File: src/rtl/attrib_block_seq.sv
// Attribute-block sequencer: tags each word of an attribute block with its
// role, position and latched block fields behind one registered output stage.

package pkg_en;
  localparam int WIDTH_DATA            = 32;
  localparam int WIDTH_LENGTH          = 8;
  localparam int POSIT_ATTRIB_MODE_LSB = 0;
  localparam int POSIT_ATTRIB_MODE_MSB = 1;
  localparam int POSIT_ATTRIB_SHARED   = 2;
  localparam int POSIT_ATTRIB_NONZERO  = 3;
  localparam int POSIT_ATTRIB_TERM     = 4;
  localparam int POSIT_ATTRIB_MYATTRIB = 5;
  localparam int POSIT_ATTRIB_PULL     = 6;
endpackage

module attrib_block_seq #(
  parameter int WIDTH_DATA   = pkg_en::WIDTH_DATA,
  parameter int WIDTH_LENGTH = pkg_en::WIDTH_LENGTH
) (
  input  logic                    clock,
  input  logic                    reset,
  input  logic                    I_Valid,
  input  logic [WIDTH_DATA-1:0]   I_Data,
  output logic                    O_Nack,
  input  logic                    I_Nack,
  output logic                    O_Valid,
  output logic [WIDTH_DATA-1:0]   O_Data,
  output logic [1:0]              O_Kind,
  output logic [1:0]              O_Mode,
  output logic [4:0]              O_Flags,
  output logic [WIDTH_DATA-1:0]   O_Shared,
  output logic [WIDTH_LENGTH-1:0] O_Remain,
  output logic                    O_Last,
  output logic                    O_Term
);
  import pkg_en::*;

  typedef enum logic [1:0] {ATTR, SHRD, BODY} state_t;

  localparam logic [1:0] KIND_ATTR = 2'd0;
  localparam logic [1:0] KIND_SHRD = 2'd1;
  localparam logic [1:0] KIND_BODY = 2'd2;
  // Term position inside the packed {Pull, MyAttrib, Term, NonZero, Shared}
  localparam int FLAG_TERM = 2;

  state_t                  state, nxt_state;
  logic [WIDTH_LENGTH-1:0] cnt, nxt_cnt;
  logic [1:0]              kind_n, mode_n;
  logic [4:0]              flags_n;
  logic [WIDTH_DATA-1:0]   shared_n;
  logic                    last_n, term_n;
  logic                    advance;
  logic [WIDTH_LENGTH-1:0] len_in;
  logic [4:0]              flags_in;

  // Output register may be overwritten when empty or draining this cycle
  assign advance = !O_Valid || !I_Nack;
  assign O_Nack  = O_Valid && I_Nack;

  assign len_in   = I_Data[WIDTH_LENGTH+7:8];
  assign flags_in = {I_Data[POSIT_ATTRIB_PULL], I_Data[POSIT_ATTRIB_MYATTRIB],
                     I_Data[POSIT_ATTRIB_TERM], I_Data[POSIT_ATTRIB_NONZERO],
                     I_Data[POSIT_ATTRIB_SHARED]};

  // Next-state and tagging of the word currently presented on the input
  always_comb begin
    nxt_state = state;
    nxt_cnt   = cnt;
    kind_n    = KIND_ATTR;
    last_n    = 1'b0;
    mode_n    = O_Mode;
    flags_n   = O_Flags;
    shared_n  = O_Shared;
    case (state)
      ATTR: begin
        mode_n   = I_Data[POSIT_ATTRIB_MODE_MSB:POSIT_ATTRIB_MODE_LSB];
        flags_n  = flags_in;
        shared_n = '0;
        nxt_cnt  = len_in;
        if (I_Data[POSIT_ATTRIB_SHARED]) nxt_state = SHRD;
        else if (len_in != '0)           nxt_state = BODY;
        else                             last_n    = 1'b1;
      end
      SHRD: begin
        kind_n   = KIND_SHRD;
        shared_n = I_Data;
        if (cnt != '0) nxt_state = BODY;
        else begin
          nxt_state = ATTR;
          last_n    = 1'b1;
        end
      end
      BODY: begin
        kind_n  = KIND_BODY;
        // cnt >= 1 whenever we are in BODY, so this never wraps
        nxt_cnt = cnt - WIDTH_LENGTH'(1);
        if (cnt == WIDTH_LENGTH'(1)) begin
          nxt_state = ATTR;
          last_n    = 1'b1;
        end
      end
      default: nxt_state = ATTR;
    endcase
    term_n = last_n && flags_n[FLAG_TERM];
  end

  // State, counter and output register; everything holds while stalled
  always_ff @(posedge clock) begin
    if (reset) begin
      state    <= ATTR;
      cnt      <= '0;
      O_Valid  <= 1'b0;
      O_Data   <= '0;
      O_Kind   <= '0;
      O_Mode   <= '0;
      O_Flags  <= '0;
      O_Shared <= '0;
      O_Remain <= '0;
      O_Last   <= 1'b0;
      O_Term   <= 1'b0;
    end else if (advance) begin
      O_Valid <= I_Valid;
      if (I_Valid) begin
        state    <= nxt_state;
        cnt      <= nxt_cnt;
        O_Data   <= I_Data;
        O_Kind   <= kind_n;
        O_Mode   <= mode_n;
        O_Flags  <= flags_n;
        O_Shared <= shared_n;
        O_Remain <= nxt_cnt;
        O_Last   <= last_n;
        O_Term   <= term_n;
      end
    end
  end
endmodule

File: config.mk
export PLATFORM = sky130hd
export DESIGN_NAME = attrib_block_seq
export DESIGN_NICKNAME = d
export VERILOG_FILES = /design/src/rtl/attrib_block_seq.sv
export SDC_FILE = /design/constraint.sdc
export NUM_CORES = 1
export LEC_CHECK = 0
export CORE_UTILIZATION = 30
export DETAILED_ROUTE_END_ITERATION = 8
export PLACE_DENSITY_LB_ADDON = 0.05
export SKIP_CTS_REPAIR_TIMING = 1
export SYNTH_ARGS = -nofsm -noshare
export SYNTH_HDL_FRONTEND = slang
export SYNTH_SLANG_ARGS = --single-unit
File: constraint.sdc
create_clock -name clock -period 1.52 [get_ports clock]
set_input_delay 0.38 -clock clock [delete_from_list [all_inputs] [get_ports clock]]
set_output_delay 0.38 -clock clock [all_outputs]
set_load 0.01 [all_outputs]
# Word level (Yosys, flattened, before mapping)
# Index checks and enable logic that the tools add are counted.
dict set report word_totals {
  reg_bits 86
  latch_bits 0
  mem_bits_rw 0
  romBits 0
  inputBits 36
  out_inout_bits 85
  wordCells 46
  mem_count 0
}
dict set report classes {
  n_addsub 1
  n_mul 0
  n_div 0
  n_lt_le_gt_ge 0
  n_eq_ne 5
  shift 0
  n_mux 14
  bitwise_logic 0
  reduce_logical 15
}
# op n
set ops {}
lappend ops {{case mux 32 bit (2 select lines)} 1}
lappend ops {{case mux 8 bit (2 select lines)} 1}
lappend ops {{nonzero test 8 bit} 2}
lappend ops {{AND reduction 3 bit} 3}
lappend ops {{equality test 8 x 1 -> 1 bit (second input constant)} 1}
lappend ops {{two-way mux 2 bit} 4}
lappend ops {{subtractor 8 x 1 -> 8 bit (second input constant)} 1}
lappend ops {{case mux 2 bit (3 select lines)} 1}
lappend ops {{two-way mux 1 bit} 4}
lappend ops {{case mux 2 bit (2 select lines)} 1}
lappend ops {{AND reduction 4 bit} 1}
lappend ops {{nonzero test 2 bit} 2}
lappend ops {{two-way mux 3 bit} 1}
lappend ops {{!= test 3 bit (second input constant)} 1}
lappend ops {{case mux 1 bit (3 select lines)} 1}
lappend ops {{equality test 2 x 1 -> 1 bit (second input constant)} 1}
lappend ops {{equality test 2 bit (second input constant)} 1}
lappend ops {{logical AND 1 bit} 2}
lappend ops {{zero test 1 bit} 2}
lappend ops {{zero test 2 bit} 1}
lappend ops {{!= test 2 bit (second input constant)} 1}
lappend ops {{AND reduction 2 bit} 1}
lappend ops {{logical OR 1 bit} 1}

# Logic depth before layout (Yosys ltp)
# Gate-level depths: netlist of run 1.
dict set report depth {
  depth_word 5
  ltp_mapped 6
  mapped_depth_nobuf 6
}

# Worst setup path before layout of run 1
# OpenSTA, ideal clock, no wires.
dict set report synth_timing {
  kind {register -> register}
  start {reg cnt[0]}
  end {reg cnt[6]}
  setup_time_ns 0.074
  t_arrival_ns 1.467
  t_required_ns 1.446
  setup_slack_ns -0.021
  path_stages_with_launch 7
  path_buffers 0
  synth_period_minus_slack_ns 1.541
  path_cell_list {dfxtp_1 -> inv_1 -> ha_1 -> or3b_2 -> nor3_1 -> nand4b_1 -> a31oi_1}
}
dict set report synth_via {
  elab_chain_cells 2
}
# item line_no
set synth_rtl {}
lappend synth_rtl {{from (decl)} 47} ;# logic [WIDTH_LENGTH-1:0] cnt, nxt_cnt;
lappend synth_rtl {{from (signal assigned)} 125} ;# cnt <= nxt_cnt;
lappend synth_rtl {{subtractor 8 x 1 -> 8 bit} 96} ;# nxt_cnt = cnt - WIDTH_LENGTH'(1);
lappend synth_rtl {{case mux 8 bit (2 select lines)} 74} ;# case (state)
# Every way passes these cells.
# A chain may end at the register's enable or synchronous reset.

# Worst setup path in the final report of run 1
dict set report layout_timing {
  start {reg cnt[1]}
  end {reg cnt[7]}
}
# The elaborated chain is that of the path after synthesis.

==> summary.txt, run 1 <==
Drt
  – Post-Route WL: 10750 µm
  – Drt wl/cell: 15.07 µm
  – Post-route DRC violation count: 0
  – Iteration-0 DRC Markers: 161
  – Final ANT Viol Nets: 0
  – Drt via density: 4.766
  – Vias: 3398
  – Drt first pass iters: 4

Cells and area
  – Final instance area: 5538 µm²
  – Post-Layout Cell Count: 713
  – Antenna cells: 0
  – Area Overhead vs Synth: 63.26%
  – Filler cells: 1070
  – Layout cell share with drive strength beyond 1: 14.66%
  – Most common cell after layout, fill and taps aside: nand2_1
  – Final net count: 607
  – Most frequent cells in the layout: nand2_1, dlymetal6s2s_1, a21oi_1, dfxtp_1, buf_4

Clock tree
  – Num CTS Buffers: 9
  – CTS Buffer Depth: 2
  – CTS tree: done
  – Skew-Pair Late Insertion Delay: 0.33 ns
  – CTS H-tree depth: 3
  – Reg clk slew, reported paths: 0.07 ns
  – Clock Sinks: 86
  – CTS root buf: clkbuf_16

Power and ir drop
  – Psw: 1482 µW
  – Clock share of power: 38.0%
  – Leak: 0.003381 µW
  – Peak VDD IR: 0.0006299 V
  – Gate power share: 17.6%
  – Sw Ratio: 26.79%
  – Pwr dens: 998.8 nW/µm²
  – Tot Pwr: 5531 µW
  – Int Power: 4049 µW
  – Register share of total power: 44.4%

Floorplan
  – Rows: 38
  – Top Ports: 121
  – Starting Density: 31.02%
  – Die X: 108.3 µm
  – Die Height: 108.3 µm
  – Total die area: 11740 µm²
  – Core outline area: 10940 µm²

Logic synthesis
  – Area share of fa/ha/maj cells after synthesis: 1.107%
  – Mapped Avg Cell Area: 7.962 µm²
  – Mux share of post-synthesis cell area: 0.2951%
  – Main combinational cell family by area after synthesis: simple AND/OR/NAND/NOR gates
  – #FFs+latches synth: 86
  – Netlist Area Pre-Place: 3392 µm²
  – Synthesized Nets: 465
  – Leading area contributor after synthesis: dfxtp_1
  – Synth Area in Simple Gates: 27.04%
  – Cell count after synthesis: 426
  – Synthesis Warnings: 0
  – Area contributors post-synth: dfxtp_1, nand2_1, a21oi_1
  – Seq/Total Area, Yosys: 50.76%
  – Synth Area in Compound Gates: 15.86%
  – Top-area cell type share of the netlist area: 50.76%
  – Library cells used by synthesis: 38
  – Post-Synth XOR/XNOR Area: 0%

STA
  – Final Setup Violations: 0
  – Period utilization: 99.60%
  – Fmax: 660.5 MHz
  – RSZ-0062 raised after global routing: true
  – Worst slew margin: 68.53%
  – Worst-margin pin slew: 0.4721 ns
  – Worst Skew: 0.007017 ns
  – Hold Violations, Final: 0
  – Minimum clock period: 1.514 ns
  – Fin. max-slew vios: 0

Critical path
  – Critical Path AT: 1.75 ns
  – CP cell instances: buf_6 -> or3_4 -> nor4_4 -> a211oi_1 -> nor4_2
  – Critical path endpoint category: register
  – Slowest Stage Delay on Critical Path: 0.38 ns
  – Crit path kind: register to register
  – Worst Setup SP: cnt[1]$_SDFFE_PP0P_
  – FF-to-FF Start: cnt[1]$_SDFFE_PP0P_
  – Critical Path RT: 1.75 ns
  – Crit path max fanout: 5
  – Slowest cell on crit path: or3_4
  – Crit start category: register

Place
  – Placed Area: 4971 µm²
  – Cell count after placement: 696
  – # port buffers: 120
  – DP HPWL: 7677 µm
  – Routability Congestion: 0.8190

Global route
  – Vias in the first global route: 3209
  – First-pass GRT wire length: 16640 µm
  – Pin count of the biggest net entering global routing: 32
  – Grt ovf: 0
  – Total GRT Usage: 18.42%
  – Initial antenna violation count: 0

Run status
  – Run status: completed

Min path
  – Worst Hold Launch: reset
  – Min-delay worst type: input pin to register

Flow run
  – Max Cap Viol: 0
==> synth_stat cells, drive strengths merged <==
cell and count:
nand4 1, a211oi 2, nor3 6, and3b 1, nand3 34, or3b 1
nor2b 1, a21oi 83, a31oi 3, nand2b 5, or3 2, ha 3
o22ai 3, dfxtp 86, a21boi 1, nand2 121, nand4b 1, mux2i 1
nor4 8, and4 2, clkbuf 13, buf 21, and2 2, a22oi 2
o211ai 1, nor4b 1, nand3b 3, a21bo 1, o21ai 2, a32o 2
nor2 9, inv 4
==> routing by layer <==
metal / GRT usage (%) / vias to the layer above / wire length, µm
met4: 4.344 / 0 / 57
li1: - / 1737 / -
met5: 0 / - / 0
met1: 24.19 / 1576 / 4887
met2: 29.66 / 80 / 5185
met3: 5.425 / 5 / 618
==> power groups by stage <==
stage | Combinational (µW) | Sequential (µW) | Clock, µW
floorplan | 397 | 2530 | 0
finish | 974 | 2460 | 2100
global placement | 979 | 2500 | 0
CTS | 984 | 2450 | 2160
detailed placement | 980 | 2500 | 0
global route | 1060 | 2470 | 2270
==> through the flow <==
stage	TNS [ns]	hold slack, ns	utilization [%]	setup WS (ns)
after global placement	-28.37	0.4408	45.46	-0.4808
after CTS	-12.57	0.3397	48.09	-0.5039
after global routing	-0.1136	0.3348	50.64	-0.06213
final	0	0.3431	50.64	0.006104
after detailed placement	-32.11	0.4463	45.46	-0.5171
after floorplan	0	0.4761	-	0.01440
==> path summary, 6_finish.rpt <==
check                            endpoint  slack [ns]  depth (start not counted)
hold / removal       O_Valid$_SDFFE_PP0N_        0.34                          2
setup / recovery      cnt[7]$_SDFFE_PP0P_       0.006                          5
hold reg to reg   O_Data[28]$_SDFFE_PP0P_        0.45                          2
setup reg to reg      cnt[7]$_SDFFE_PP0P_       0.006                          5
==> area by class of cell <==
cell class / count / area [µm²] / area share, %
tap: 140 / 175.2 / 3.163
sequential: 86 / 1735 / 31.34
clock inverter: 4 / 31.28 / 0.5648
multi-input combinational: 303 / 1564 / 28.24
inverter: 4 / 15.01 / 0.2711
clock buffer: 12 / 256.5 / 4.632
timing repair buffer: 164 / 1760 / 31.79
==> registers in the layout (all words and copies together) (netlist names), 2 cells and up <==
signal / count
O_Data: 32
O_Shared: 32
cnt: 8
O_Flags: 5
O_Kind: 2
O_Mode: 2
state: 2
==> cell families after synthesis <==
logic type | count (synthesis)
fa+ha+maj | 3
mux | 1
simple gates | 198
buf+inv | 38
compound gates | 100
flops | 86
==> worst max-delay path: cells and delay by family, from the launching register on <==
kind / cells / cell delay, ns
AOI/OAI and AO/OA: 1 / 0.14
buffers and inverters: 1 / 0.11
DFF: 1 / 0.32
and+or+nand+nor: 3 / 0.85
Note: power is estimated with default switching activity, not from simulation.
==> inputs of run 2 (changes only) <==
CORE_MARGIN = 2   (was default)
HOLD_SLACK_MARGIN = 0.1   (was default)
==> run 2 against run 1 <==
The flow now finishes with violations (negative setup slack). Largest cell class unchanged. Worst hold slack better by 0.066 ns. Setup slack worse by 0.026 ns. Sequential cell count unchanged. First-iteration DRC count down 16%. Combinational power up 8%. Count of clock-buffer cells in the layout down 1. Critical path depth unchanged. Routed wire length up 6.6%. Total power up 2.9%. Register-to-register slack worse by 0.03 ns. Critical path type unchanged. Final cell count up 0.14%.
==> summary.txt, run 2 (same netlist as run 1, synthesis figures left out) <==
Critical path
  – Slowest cell on crit path: or3_4
  – R2R Setup Slk: -0.02 ns (-0.03 ns)
  – Worst setup endpoint: cnt[7]$_SDFFE_PP0P_
  – Reg2Reg Depth: 5 (unchanged)
  – Worst Setup SP: cnt[1]$_SDFFE_PP0P_
  – Crit path max fanout: 5 (unchanged)
  – Slowest Stage Delay on Critical Path: 0.38 ns (about the same)
  – CP cell instances: buf_6 -> or3_4 -> nor4_4 -> a211oi_1 -> nor4_2
  – Crit start category: register
  – WP depth: 5 (unchanged)
  – Critical Path RT: 1.77 ns (+0.02 ns)
  – WP buf/inv: 1 (unchanged)
  – FF-to-FF End: cnt[7]$_SDFFE_PP0P_
  – Crit path kind: register to register
  – Critical path endpoint category: register
  – Critical Path AT: 1.79 ns (+0.04 ns)
  – Largest delay contributor family on the critical path: simple AND/OR/NAND/NOR gates
  – FF-to-FF Start: cnt[1]$_SDFFE_PP0P_

Power and ir drop
  – Leak: 0.003426 µW (+1.3%)
  – Pwr dens: 1008 nW/µm² (+0.94%)
  – Peak VDD IR: 0.0006486 V (+3.0%)

Drt
  – Vias: 3490 (+2.7%)
  – Final ANT Viol Nets: 0 (unchanged)
  – Drt via density: 4.888 (+2.6%)
  – Post-route DRC violation count: 0 (unchanged)
  – Drt first pass iters: 4 (unchanged)
  – Iteration-0 DRC Markers: 135 (-16%)
  – Drt wl/cell: 16.04 µm (+6.4%)
  – Post-Route WL: 11450 µm (+6.6%)

Global route
  – Grt ovf: 0 (unchanged)
  – First-pass GRT wire length: 17570 µm (+5.6%)
  – Total GRT Usage: 18.88% (+0.46 points)
  – Initial antenna violation count: 0 (unchanged)
  – Pin count of the biggest net entering global routing: 27 (-16%)
  – Vias in the first global route: 3374 (+5.1%)

Min path
  – Min-delay worst type: input pin to register
  – Worst Hold Launch: reset

Cells and area
  – Antenna cells: 0 (unchanged)
  – Multi-input gate area: 1599 µm² (+2.2%)
  – Most common cell after layout, fill and taps aside: nand2_1
  – Final net count: 609 (+0.33%)
  – Layout cell share with drive strength beyond 1: 15.33% (+0.67 points)
  – Post-Layout Cell Count: 714 (+0.14%)
  – Register area: 1734 µm² (about the same)
  – Filler cells: 1066 (-0.37%)
  – Area Overhead vs Synth: 66.51%
  – Largest registers: O_Data x32, O_Shared x32, cnt x8
  – Most frequent cells in the layout: nand2_1, dlymetal6s2s_1, a21oi_1, dfxtp_1, buf_4

STA
  – Minimum clock period: 1.540 ns (+0.02641 ns)
  – Worst Hold Slack: 0.4090 ns (+0.06590 ns)
  – Worst Skew: 0.006215 ns (-0.0008019 ns)
  – Fin. max-slew vios: 0 (unchanged)
  – Worst slew margin: 74.94% (+6.4 points)
  – RSZ-0062 raised after global routing: true
  – Final worst setup slack: -0.02031 ns (-0.02641 ns)
  – Final Setup Violations: 2 (+2)
  – Fmax: 649.2 MHz (-1.7%)
  – Worst-margin pin slew: 0.3730 ns (-0.09908 ns)
  – Period utilization: 101.3% (+1.7 points)
  – Hold Violations, Final: 0 (unchanged)

Clock tree
  – CTS root buf: clkbuf_16
  – CTS H-tree depth: 3 (unchanged)
  – Num CTS Buffers: 9 (unchanged)
  – CTS tree: done
  – CTS Buffer Depth: 2 (unchanged)
  – Skew-Pair Late Insertion Delay: 0.33 ns (about the same)
  – Reg clk slew, reported paths: 0.06 ns (about the same)
  – Clock Sinks: 86 (unchanged)

Run status
  – Failing checks: negative setup slack
  – Run status: finished with violations

Floorplan
  – Starting Density: 31.02% (unchanged)
  – Die Height: 110.3 µm (+1.8%)
  – Die X: 110.3 µm (+1.8%)
  – Rows: 38 (unchanged)
  – Core outline area: 10940 µm² (unchanged)
  – Total die area: 12170 µm² (+3.7%)
  – Top Ports: 121 (unchanged)

Place
  – DP HPWL: 7870 µm (+2.5%)
  – # port buffers: 120 (unchanged)
  – Routability Congestion: 0.8691 (+6.1%)
  – Cell count after placement: 695 (-0.14%)

Flow run
  – Max Cap Viol: 0 (unchanged)
-- run 2: power breakdown --
group	leakage, µW	internal [µW]	switching [µW]	total (µW)
combinational	0.00258	521	526	1050
sequential	0.000705	2360	89.2	2450
clock	0.000141	1300	891	2200
total	0.00343	4190	1510	5690
-- run 2: layout make-up --
type                            instances  share of cell area (%)
Clock buffer                           11                   4.298
Clock inverter                          4                  0.8418
Inverter                                4                  0.3101
Multi-Input combinational cell        302                   28.31
Sequential cell                        86                   30.70
Tap cell                              140                   3.101
Timing Repair Buffer                  167                   32.43
-- run 2: metal layers --
layer,vias to the layer above,part of all wire [%],track usage (%)
met5,-,0,0
met4,0,1.2,6.607
met3,11,5.4,4.879
met2,74,48,29.75
met1,1665,46,25.04
li1,1740,-,-
-- run 2: worst min path at each step --
stage / endpoint / slack, ns / depth (start not counted)
final: cnt[7]$_SDFFE_PP0P_ / 0.41 / 2
after global routing: cnt[7]$_SDFFE_PP0P_ / 0.43 / 2
after CTS: O_Kind[1]$_SDFFE_PP0P_ / 0.40 / 2
after detailed placement: O_Kind[0]$_SDFFE_PP0P_ / 0.44 / 2
after global placement: O_Shared[23]$_SDFFE_PP0P_ / 0.44 / 2
after floorplan: O_Shared[0]$_SDFFE_PP0P_ / 0.48 / 2
-- run 2: worst register-to-register path: cells and delay by family, from the launching register on --
kind | cells | cell delay, ns
and+or+nand+nor | 3 | 0.86
DFF | 1 | 0.33
AOI/OAI and AO/OA | 1 | 0.15
buffers and inverters | 1 | 0.11
-- run 2: through the flow --
step | TNS (ns) | util, % | cell area (µm²) | setup slack, ns | power [µW]
after global placement | -25.59 | 45.73 | 5001 | -0.4887 | 3498
after detailed placement | -28.09 | 45.73 | 5001 | -0.4935 | 3506
after CTS | -10.24 | 48.39 | 5291 | -0.4521 | 5710
after global routing | -0.2800 | 51.65 | 5648 | -0.1194 | 5947
final | -0.03989 | 51.65 | 5648 | -0.02031 | 5694
after floorplan | 0 | - | 3397 | 0.01440 | 2923
==> inputs of run 3 (changes only) <==
CORE_UTILIZATION = 42   (was 30)
CTS_BUF_LIST = sky130_fd_sc_hd__clkbuf_2   (was default)
CTS_CLUSTER_DIAMETER = 150   (was default)
==> run 3 against run 2 <==
The flow still finishes with violations (negative setup slack). Sequential power hardly changed. Utilization up 18 points. First-iteration DRC count is 31% higher. Count of clock-buffer cells in the layout down 1. Non-clock buffer count is 21 higher. Sequential cell count did not move. Critical path depth increased by 1. Global-route usage up 4.7 points. Clock power shrank 46%. Highest routed layer unchanged.
==> summary.txt, run 3 (same netlist as run 1, synthesis figures left out) <==
Min path
  – Hold Path End: O_Valid$_SDFFE_PP0N_
  – Min-delay worst type: input pin to register
  – Hold Path Depth: 2 (unchanged)
  – Worst Hold Launch: reset

Drt
  – Post-route DRC violation count: 0 (unchanged)
  – Post-Route WL: 11160 µm (-2.5%)
  – Drt first pass iters: 4 (unchanged)
  – Drt via density: 5.251 (+7.4%)
  – Vias: 3665 (+5.0%)
  – Final ANT Viol Nets: 0 (unchanged)
  – Iteration-0 DRC Markers: 177 (+31%)
  – Drt wl/cell: 15.99 µm (-0.32%)

Clock tree
  – CTS tree: done
  – Clock Sinks: 86 (unchanged)
  – Skew-Pair Late Insertion Delay: 0.55 ns (+0.22 ns)
  – CTS root buf: clkbuf_2
  – Reg clk slew, reported paths: 0.23 ns (+0.17 ns)
  – CTS H-tree depth: 3 (unchanged)
  – Num CTS Buffers: 9 (unchanged)
  – CTS Buffer Depth: 2 (unchanged)

STA
  – Worst-margin pin slew: 0.4374 ns (+0.06440 ns)
  – Worst Hold Slack: 0.2467 ns (-0.1623 ns)
  – Fin. max-slew vios: 0 (unchanged)
  – RSZ-0062 raised after global routing: true
  – Fmax: 595.1 MHz (-8.3%)
  – Hold Violations, Final: 0 (unchanged)
  – Worst slew margin: 70.84% (-4.1 points)
  – Minimum clock period: 1.680 ns (+0.1401 ns)
  – Final Setup Violations: 6 (+4)
  – Period utilization: 110.6% (+9.2 points)
  – Worst Skew: 0.02663 ns (+0.02041 ns)
  – Final worst setup slack: -0.1604 ns (-0.1401 ns)

Cells and area
  – Final net count: 630 (+3.4%)
  – Fin util: 69.22% (+18 points)
  – Most common cell after layout, fill and taps aside: nand2_1
  – Layout cell share with drive strength beyond 1: 38.42% (+23 points)
  – Area Overhead vs Synth: 58.50%
  – Largest registers: O_Data x32, O_Shared x32, cnt x8
  – Post-Layout Cell Count: 698 (-2.2%)
  – Antenna cells: 0 (unchanged)
  – Most frequent cells in the layout: nand2_1, a21oi_1, dfxtp_2, buf_4, clkbuf_2

Floorplan
  – Starting Density: 43.67% (+13 points)
  – Rows: 32 (-16%)
  – Top Ports: 121 (unchanged)
  – Die Height: 93.87 µm (-15%)
  – Die X: 93.87 µm (-15%)
  – Core outline area: 7767 µm² (-29%)
  – Total die area: 8811 µm² (-28%)

Power and ir drop
  – Int Power: 3301 µW (-21%)
  – Sw Ratio: 30.34% (+3.9 points)
  – Gate power share: 23.3% (+4.9 points)
  – Leak: 0.002771 µW (-19%)
  – Pwr dens: 881.5 nW/µm² (-13%)
  – Psw: 1438 µW (-4.5%)
  – Clock share of power: 24.9% (-14 points)
  – Peak VDD IR: 0.0005663 V (-13%)
  – Register share of total power: 51.8% (+8.7 points)

Global route
  – Initial antenna violation count: 0 (unchanged)
  – Grt ovf: 0 (unchanged)
  – Gr busiest metal: met2
  – Pin count of the biggest net entering global routing: 25 (-7.4%)
  – Grt met1 use: 30.45% (+5.4 points)
  – Vias in the first global route: 3264 (-3.3%)
  – Total GRT Usage: 23.60% (+4.7 points)
  – GR Util met2: 38.21% (+8.5 points)
  – Met3 Track Usage GR: 6.661% (+1.8 points)
  – First-pass GRT wire length: 16260 µm (-7.5%)

Critical path
  – Crit start category: register
  – Crit path max fanout: 5 (unchanged)
  – Critical Path AT: 2.12 ns (+0.33 ns)
  – FF-to-FF End: cnt[7]$_SDFFE_PP0P_
  – Critical Path RT: 1.96 ns (+0.19 ns)
  – Crit path kind: register to register
  – R2R Setup Slk: -0.16 ns (-0.14 ns)
  – Reg2Reg Depth: 6 (+1)
  – FF-to-FF Start: cnt[1]$_SDFFE_PP0P_
  – Critical path endpoint category: register

Place
  – # port buffers: 120 (unchanged)
  – Routability Congestion: 0.8493 (-2.3%)
  – Cell count after placement: 663 (-4.6%)
  – DP HPWL: 7433 µm (-5.6%)

Run status
  – Run status: finished with violations
  – Failing checks: negative setup slack

Flow run
  – Max Cap Viol: 0 (unchanged)
-- run 3: worst max-delay path, cell delays in order, from the launching register on --
cell and delay (ns):
dfxtp_2 0.38, buf_6 0.12, buf_6 0.11, or3_4 0.38, nor4_4 0.26, and4_1 0.28, nor4_2 0.06
-- run 3: worst max path at each step --
stage                              start               endpoint  slack, ns  cells after the start
floorplan            cnt[0]$_SDFFE_PP0P_    cnt[6]$_SDFFE_PP0P_       0.01                      6
global placement                  I_Nack  state[0]$_SDFFE_PP0P_      -0.52                      7
detailed placement                I_Nack    cnt[7]$_SDFFE_PP0P_      -0.58                      6
CTS                 O_Valid$_SDFFE_PP0N_                 O_Nack      -0.53                      2
global route         cnt[1]$_SDFFE_PP0P_    cnt[5]$_SDFFE_PP0P_      -0.26                      6
finish               cnt[1]$_SDFFE_PP0P_    cnt[7]$_SDFFE_PP0P_      -0.16                      6
-- run 3: layout make-up --
type | count | area [µm²]
tap | 102 | 127.6
multi-input combinational | 302 | 1600
clock buffer | 10 | 50.05
sequential | 86 | 1828
fill | 667 | 2391
timing repair buffer | 188 | 1689
inverter | 4 | 20.02
clock inverter | 6 | 61.31
-- run 3: power by group through the flow --
stage / logic, µW / registers [µW] / clock network [µW]
2_1_floorplan: 397 / 2530 / 0
3_3_place_gp: 993 / 2490 / 0
3_5_place_dp: 1000 / 2490 / 0
4_1_cts: 1010 / 2450 / 1200
5_1_grt: 1180 / 2470 / 1290
6_report: 1100 / 2450 / 1180
-- run 3: per-layer routing --
metal  share of wire (%)  wire [µm]  vias up
met5                   0          0        -
met2                  49       5508      140
met3                 7.5        841       24
met1                  41       4575     1723
li1                    -          -     1778
met4                 2.1        234        0
-- run 3: through the flow --
step                      cell area (µm²)  setup WS [ns]  TNS [ns]  total power (µW)
final                                5376        -0.1604   -0.5113              4740
after global routing                 5376        -0.2591    -1.093              4941
after CTS                            5097        -0.5305    -30.97              4655
after detailed placement             4986        -0.5811    -33.09              3496
after global placement               4986        -0.5203    -29.73              3484
after floorplan                      3397        0.01440         0              2923
